### src/rtl/if_id_buf_pkg.sv
// -----------------------------------------------------------------------------
// if_id_buf_pkg
// Shared definitions for the IF/ID instruction buffer: the bus widths, the
// zero word that idle outputs present, and the {pc, inst} entry type held in
// the buffer.
// -----------------------------------------------------------------------------
package if_id_buf_pkg;

    // Instruction address bus and instruction bus widths.
    localparam int INST_ADDR_W = 32;
    localparam int INST_W      = 32;

    // Value presented on the data outputs when no entry is valid.
    localparam logic [INST_W-1:0] ZERO_WORD = '0;

    // One buffered fetch result.
    typedef struct packed {
        logic [INST_ADDR_W-1:0] pc;
        logic [INST_W-1:0]      inst;
    } entry_t;

endpackage : if_id_buf_pkg

### src/rtl/if_id_buf.sv
// -----------------------------------------------------------------------------
// if_id_buf
// First-word-fall-through FIFO of {pc, inst} pairs between the fetch stage
// and the decode stage.  A flush (branch/jump redirect) discards every
// buffered entry.
//
// Ports
//   clk          : clock, all state updates on the rising edge
//   rst          : synchronous active-low reset
//   in_valid_i   : fetch presents a valid pc/instruction pair
//   in_pc_i      : pc of the fetched instruction
//   in_inst_i    : fetched instruction word
//   in_ready_o   : buffer can accept an entry this cycle (not full)
//   flush_i      : discard all buffered entries, ignore this cycle's push/pop
//   out_valid_o  : head entry is valid for decode (not empty)
//   out_pc_o     : pc of the head entry, zero when out_valid_o is low
//   out_inst_o   : instruction of the head entry, zero when out_valid_o is low
//   out_ready_i  : decode consumes the head entry this cycle
//   count_o      : current occupancy, 0..DEPTH
// -----------------------------------------------------------------------------
module if_id_buf
    import if_id_buf_pkg::*;
#(
    parameter int DEPTH = 4   // legal values: 2, 4, 8
) (
    input  logic                       clk,
    input  logic                       rst,
    input  logic                       in_valid_i,
    input  logic [INST_ADDR_W-1:0]     in_pc_i,
    input  logic [INST_W-1:0]          in_inst_i,
    output logic                       in_ready_o,
    input  logic                       flush_i,
    output logic                       out_valid_o,
    output logic [INST_ADDR_W-1:0]     out_pc_o,
    output logic [INST_W-1:0]          out_inst_o,
    input  logic                       out_ready_i,
    output logic [$clog2(DEPTH):0]     count_o
);

    localparam int AW = $clog2(DEPTH);

    localparam logic [AW-1:0] PTR_ONE  = AW'(1);
    localparam logic [AW:0]   CNT_ONE  = (AW+1)'(1);
    localparam logic [AW:0]   CNT_FULL = (AW+1)'(DEPTH);

    // Storage and pointers.  DEPTH is a power of two, so pointers wrap
    // modulo DEPTH through plain overflow of their AW bits.
    entry_t          r_mem [DEPTH];
    logic [AW-1:0]   r_head;
    logic [AW-1:0]   r_tail;
    logic [AW:0]     r_count;

    logic            w_in_ready;
    logic            w_out_valid;
    logic            w_push;
    logic            w_pop;
    entry_t          w_head_entry;

    // Ready/valid come from the registered count only, so there is no
    // combinational path from out_ready_i to in_ready_o: a full buffer
    // refuses a push even while decode is popping.
    assign w_in_ready  = (r_count != CNT_FULL);
    assign w_out_valid = (r_count != '0);

    // Popping only when already non-empty means a push into an empty
    // buffer is never bypassed to the output in the same cycle.
    assign w_push = in_valid_i  && w_in_ready  && !flush_i;
    assign w_pop  = w_out_valid && out_ready_i && !flush_i;

    // Pointer and occupancy state.  Reset outranks flush, flush outranks
    // push/pop.
    // NOTE: sequential state is assigned with non-blocking (<=) so every
    // register samples values from before the edge, whatever the block order.
    always_ff @(posedge clk) begin
        if (!rst) begin
            r_head  <= '0;
            r_tail  <= '0;
            r_count <= '0;
        end else if (flush_i) begin
            r_head  <= '0;
            r_tail  <= '0;
            r_count <= '0;
        end else begin
            if (w_push) begin
                r_tail <= r_tail + PTR_ONE;
            end
            if (w_pop) begin
                r_head <= r_head + PTR_ONE;
            end
            // Simultaneous push and pop leaves the count unchanged.
            if (w_push && !w_pop) begin
                r_count <= r_count + CNT_ONE;
            end else if (w_pop && !w_push) begin
                r_count <= r_count - CNT_ONE;
            end
        end
    end

    // NOTE: the storage array has no reset; pointers and count alone decide
    // which entries are live, so stale contents are never observed and the
    // array can map onto plain registers or RAM without a reset network.
    always_ff @(posedge clk) begin
        if (w_push) begin
            r_mem[r_tail] <= '{pc: in_pc_i, inst: in_inst_i};
        end
    end

    // First-word fall-through: the head entry drives the outputs directly.
    assign w_head_entry = r_mem[r_head];

    // NOTE: every output of this always_comb gets a default first, so no
    // path leaves it unassigned and no latch is inferred.
    always_comb begin
        out_pc_o   = ZERO_WORD;
        out_inst_o = ZERO_WORD;
        if (w_out_valid) begin
            out_pc_o   = w_head_entry.pc;
            out_inst_o = w_head_entry.inst;
        end
    end

    assign in_ready_o  = w_in_ready;
    assign out_valid_o = w_out_valid;
    assign count_o     = r_count;

endmodule : if_id_buf

### config.mk
export PLATFORM = sky130hd
export DESIGN_NAME = if_id_buf
export DESIGN_NICKNAME = d
export VERILOG_FILES = /design/src/rtl/if_id_buf_pkg.sv /design/src/rtl/if_id_buf.sv
export SDC_FILE = /design/constraint.sdc
export NUM_CORES = 1
export LEC_CHECK = 0
export CAP_MARGIN = 20
export CELL_PAD_IN_SITES_DETAIL_PLACEMENT = 0
export CELL_PAD_IN_SITES_GLOBAL_PLACEMENT = 2
export CORE_ASPECT_RATIO = 0.7
export CORE_MARGIN = 2
export CORE_UTILIZATION = 30
export DETAILED_ROUTE_END_ITERATION = 10
export GPL_ROUTABILITY_DRIVEN = 0
export PLACE_DENSITY = 0.61
export SLEW_MARGIN = 10
export SYNTH_ARGS = -nofsm -noshare
export SYNTH_HDL_FRONTEND = slang
export SYNTH_SLANG_ARGS = --single-unit
export TNS_END_PERCENT = 5
### constraint.sdc
create_clock -name clk -period 3.29 [get_ports clk]
set_input_delay 0.658 -clock clk [delete_from_list [all_inputs] [get_ports clk]]
set_output_delay 0.658 -clock clk [all_outputs]
set_load 0.05 [all_outputs]
# == Word level (Yosys, flattened, before mapping) ==
# Memory sizes are Yosys's and may differ from the RTL's. A register that Yosys moved wholly into a read port is not among the register bits.
# Index checks and enable logic that the tools add are counted.
# totals
regBits,7
latchBits,0
ram_bits,256
rom_bits,0
out_inout_bits,69
word_cells,30
n_memories,1
# classes
add_sub_neg,4
mul,0
n_div,0
magnitude_cmp,0
eq_ne,1
shifts,0
mux,8
n_bitwise,1
reduce_logical,12
# mem_list
name,words,word_bits,read_ports,rd_ports_with_merged_regs,write_ports,line_no,rtl
r_mem,4,64,1,1,1,if_id_buf.sv:48,entry_t r_mem [DEPTH];
# op_table
op,n
32-bit two-way mux,2
1-bit logical AND,6
3-bit two-way mux,2
"2-bit by 1-bit adder with 2-bit output, second input constant",2
2-bit two-way mux,2
"3-bit by 1-bit adder with 3-bit output, second input constant",1
1-bit logical NOT,3
"3-bit inequality test, second input constant",1
3-bit nonzero test,1
"3-bit by 1-bit subtractor with 3-bit output, second input constant",1
1-bit two-way mux,2
2-bit nonzero test,1
2-bit OR reduction,1
1-bit inverter,1

# == Logic depth before layout (Yosys ltp) ==
# Gate-level depths: netlist of run 1.
# depth
depth_word,7
ltp_mapped,9
depth_no_buf,8

# == Worst setup path before layout of run 1 ==
# Ideal clock, no wire load.
# synth_timing
path_type,register -> register
from,register r_count[0] (netlist: count_o[0])
to,memory r_mem[0][0] in the netlist's numbering (enable)
setup_ns,0.429
t_arrival_ns,2.695
path_slack_ns,0.166
path_stages_with_launch,4
n_path_buf,1
path_cell_list,dfxtp_1 > or3b_1 > buf_6 > and3_1
# synth_via
elab_chain_cells,5
# synth_lines
element,line_no,rtl
start: declaration,if_id_buf.sv:51,logic [AW:0] r_count;
start signal: assignment,if_id_buf.sv:92,r_count <= r_count + CNT_ONE;
start signal: assignment,if_id_buf.sv:94,r_count <= r_count - CNT_ONE;
3-bit inequality test,if_id_buf.sv:62,assign w_in_ready = (r_count != CNT_FULL);
via in_ready_o,if_id_buf.sv:31,"output logic in_ready_o,"
1-bit logical AND (2 in a row),if_id_buf.sv:67,assign w_push = in_valid_i && w_in_ready && !flush_i;
1-bit two-way mux,if_id_buf.sv:103,if (w_push) begin
1-bit two-way mux (not written as such),if_id_buf.sv:104,"r_mem[r_tail] <= '{pc: in_pc_i, inst: in_inst_i};"
end: declaration,if_id_buf.sv:48,
# The timed path passes the listed nets, and every way through them passes these cells.

==> results of run 1 <==
## cell type report
class | instances | area, µm² | share of cell area, %
Clock buffer | 38 | 757 | 5.86
Clock inverter | 7 | 81.3 | 0.630
Inverter | 3 | 11.3 | 0.0872
Multi-Input combinational cell | 165 | 2170 | 16.8
Sequential cell | 265 | 7880 | 61.0
Tap cell | 435 | 544 | 4.21
Timing Repair Buffer | 155 | 1480 | 11.4
## repair_timing
| item | 4_1_cts | 5_1_grt |
|---|---|---|
| setup buffers | 0 | 0 |
| hold buffers | 0 | 0 |
| endpoints found under the setup margin | 28 | 0 |
| resized for setup | 22 | 0 |
## report_power, final
| group | internal, mW | switching (mW) |
|---|---|---|
| Combinational | 0.266 | 0.432 |
| Sequential | 3.75 | 0.0160 |
| Clock | 1.74 | 1.18 |
## synthesized netlist by cell type
cell type / count
or3b_1: 1
o21ai_0: 1
a21o_1: 1
nor2_1: 5
edfxtp_1: 256
buf_2: 6
a21oi_1: 2
clkbuf_1: 8
and3_1: 4
dfxtp_1: 9
o31ai_1: 1
mux4_1: 4
or2_2: 1
and2_1: 64
ha_1: 5
mux2i_1: 1
nand3_1: 1
inv_1: 3
fa_1: 1
clkbuf_2: 1
buf_12: 6
o311ai_0: 1
xor2_1: 4
nor2b_1: 2
buf_6: 2
or3_1: 2
mux4_2: 60
o31ai_2: 1
nand2b_1: 1
and2_4: 1
nand4_1: 1
## per-stage QoR
step | cell area [µm²] | hold WS, ns
after global placement | 12100 | 0.510
after detailed placement | 12100 | 0.513
final | 12900 | 0.527
after CTS | 12900 | 0.538
after global routing | 12900 | 0.580
after floorplan | 10200 | 0.485
## cell families after synthesis
group                    after synthesis  share of synthesized area, %
AO/OA/AOI/OAI                          7                         0.501
XOR/XNOR                               4                         0.342
adder cells (fa/ha/maj)                6                         0.807
buffers and inverters                 26                          2.14
flip-flops                           265                          76.9
multiplexers                          65                          14.3
AND/OR/NAND/NOR                       83                          4.99
## critical path, stage by stage (launching register included)
cell and delay [ns]:
dfxtp_4 0.46, mux4_1 0.62, and2_1 0.19, clkdlybuf4s50_1 0.70
## final timing paths
kind | end
hold reg to reg | r_head[1]
setup reg to reg | count_o[2]
setup / recovery | out_pc_o[31]
hold / removal | r_head[1]
## state kept, by name, summed over array words and instances, names as in the netlist, named ones only
signal and count:
r_tail 2, r_head 2, r_mem 256, count_o 3
## metal layers
layer	wire length, µm	track usage [%]	part of all wire [%]	up-vias
li1	-	-	-	2183
met1	9030	15.4	42	2568
met2	10800	21.6	50	112
met3	1250	3.49	5.8	37
met4	409	2.74	1.9	4
met5	25	0	0.12	-
==> run summary, run 1 <==
Core Box Area -> 33600 µm²
highest-count cells in the layout ignoring fill and taps -> 256 x edfxtp_1, 79 x clkdlybuf4s50_1, 64 x and2_1
Final Hold Viols -> 0
relative slew slack -> 62.8%
Hold Crit Class -> reg2reg
DP HPWL -> 13400 µm
CTS root buffer -> clkbuf_16
Final Cycle Share -> 95.9%
first drt pass iteration count -> 6
Post-Syn Area per Cell -> 22.4 µm²
Final min period -> 3.15 ns
CTS tree -> built
Crit Path Category -> reg2out
num ports -> 138
Slew @ Worst Pin -> 0.556 ns
Final Non-Filler Cells -> 1068
r2r worst-path depth -> 8
Worst setup EP type -> output port
Die Y -> 159 µm
Max Freq -> 0.317 GHz
sequential share of the synthesized area -> 76.9%
die area -> 35600 µm²
PnR Total Power -> 7.38 mW
Yosys top cell area share -> 75.1%
CTS clock-pin slew for the worst setup and hold paths -> 0.06 ns
Global Route Usage Sum -> 12.4%
Synth Instances -> 456
Final Core Density -> 38.5%
largest net degree at the start of global routing -> 31
final antenna-violating net count -> 0
Area growth, synth to finish -> 26.2%
syn nets -> 531
WP data required -> 2.63 ns
hold path depth -> 2
DRT iter0 DRCs -> 196
critical path arrival -> 2.50 ns
Clock H-tree levels -> 1
setup_tns -> 0 ns
initial antenna violation count -> 2
max_cap viols -> 0
Place WS -> 0.449 ns
Setup crit start kind -> register
final setup violating endpoints -> 0
Vias/cell -> 4.59
DRC Markers -> 0
Placed Cells -> 1023
Die X-Extent -> 225 µm
gr ovfl total -> 0
Skew-Pair Late Insertion Delay -> 0.53 ns
standard-cell row count -> 56
Final Net Count -> 692
Clock Skew -> 0.00553 ns
Filler cells -> 3048
initial core utilization -> 30.5%
layout cells sized above 1 -> 25.4%
largest area contributor in the netlist -> edfxtp_1
library cells used by synthesis -> 31
PwrDens -> 572 nW/µm²
clock sink count -> 265
Synth area leaders -> edfxtp_1 75%, mux4_2 13%, and2_1 3.9%, dfxtp_1 1.8%, buf_12 1.2%
status -> completed
I/O Buffers -> 137
reg2reg setup slack -> 0.98 ns
CP Max Fanout -> 9
peak supply drop -> 0.347 mV
ant diodes -> 0
flop and latch count out of synthesis -> 265
CTS buffer count -> 27
Yosys warning total -> 0
Leak -> 4.24 nW
worst setup margin -> 0.135 ns
most common cell after layout, fill and taps aside -> edfxtp_1
final slew viol count -> 0
hold_sp -> r_head[1]
Synth Cell Area -> 10200 µm²
drt total wl -> 21600 µm
WL/cell -> 20.2 µm
first-pass GRT wire length -> 32800 µm
DR vias -> 4904
vias in the first global route -> 5457
CTS Buffer Depth -> 3
RSZ-0062 raised after global routing -> no
FF-to-FF Start -> count_o[0]
Note: power is estimated with default switching activity, not from simulation.
==> run 2, diff against run 1 <==
--- a/config.mk
+++ b/config.mk
@@ -18,4 +18,3 @@
 export SYNTH_ARGS = -nofsm -noshare
 export SYNTH_HDL_FRONTEND = slang
 export SYNTH_SLANG_ARGS = --single-unit
-export TNS_END_PERCENT = 5
==> results of run 2 <==
Same layout as run 1: the final DEF is identical, and so are final timing and power.
==> run 3, diff against run 2 <==
--- a/config.mk
+++ b/config.mk
@@ -14,7 +14,7 @@
 export DETAILED_ROUTE_END_ITERATION = 10
 export GPL_ROUTABILITY_DRIVEN = 0
 export PLACE_DENSITY = 0.61
-export SLEW_MARGIN = 10
+export SLEW_MARGIN = 20
 export SYNTH_ARGS = -nofsm -noshare
 export SYNTH_HDL_FRONTEND = slang
 export SYNTH_SLANG_ARGS = --single-unit
==> results of run 3 <==
Same layout as run 1: the final DEF is identical, and so are final timing and power.
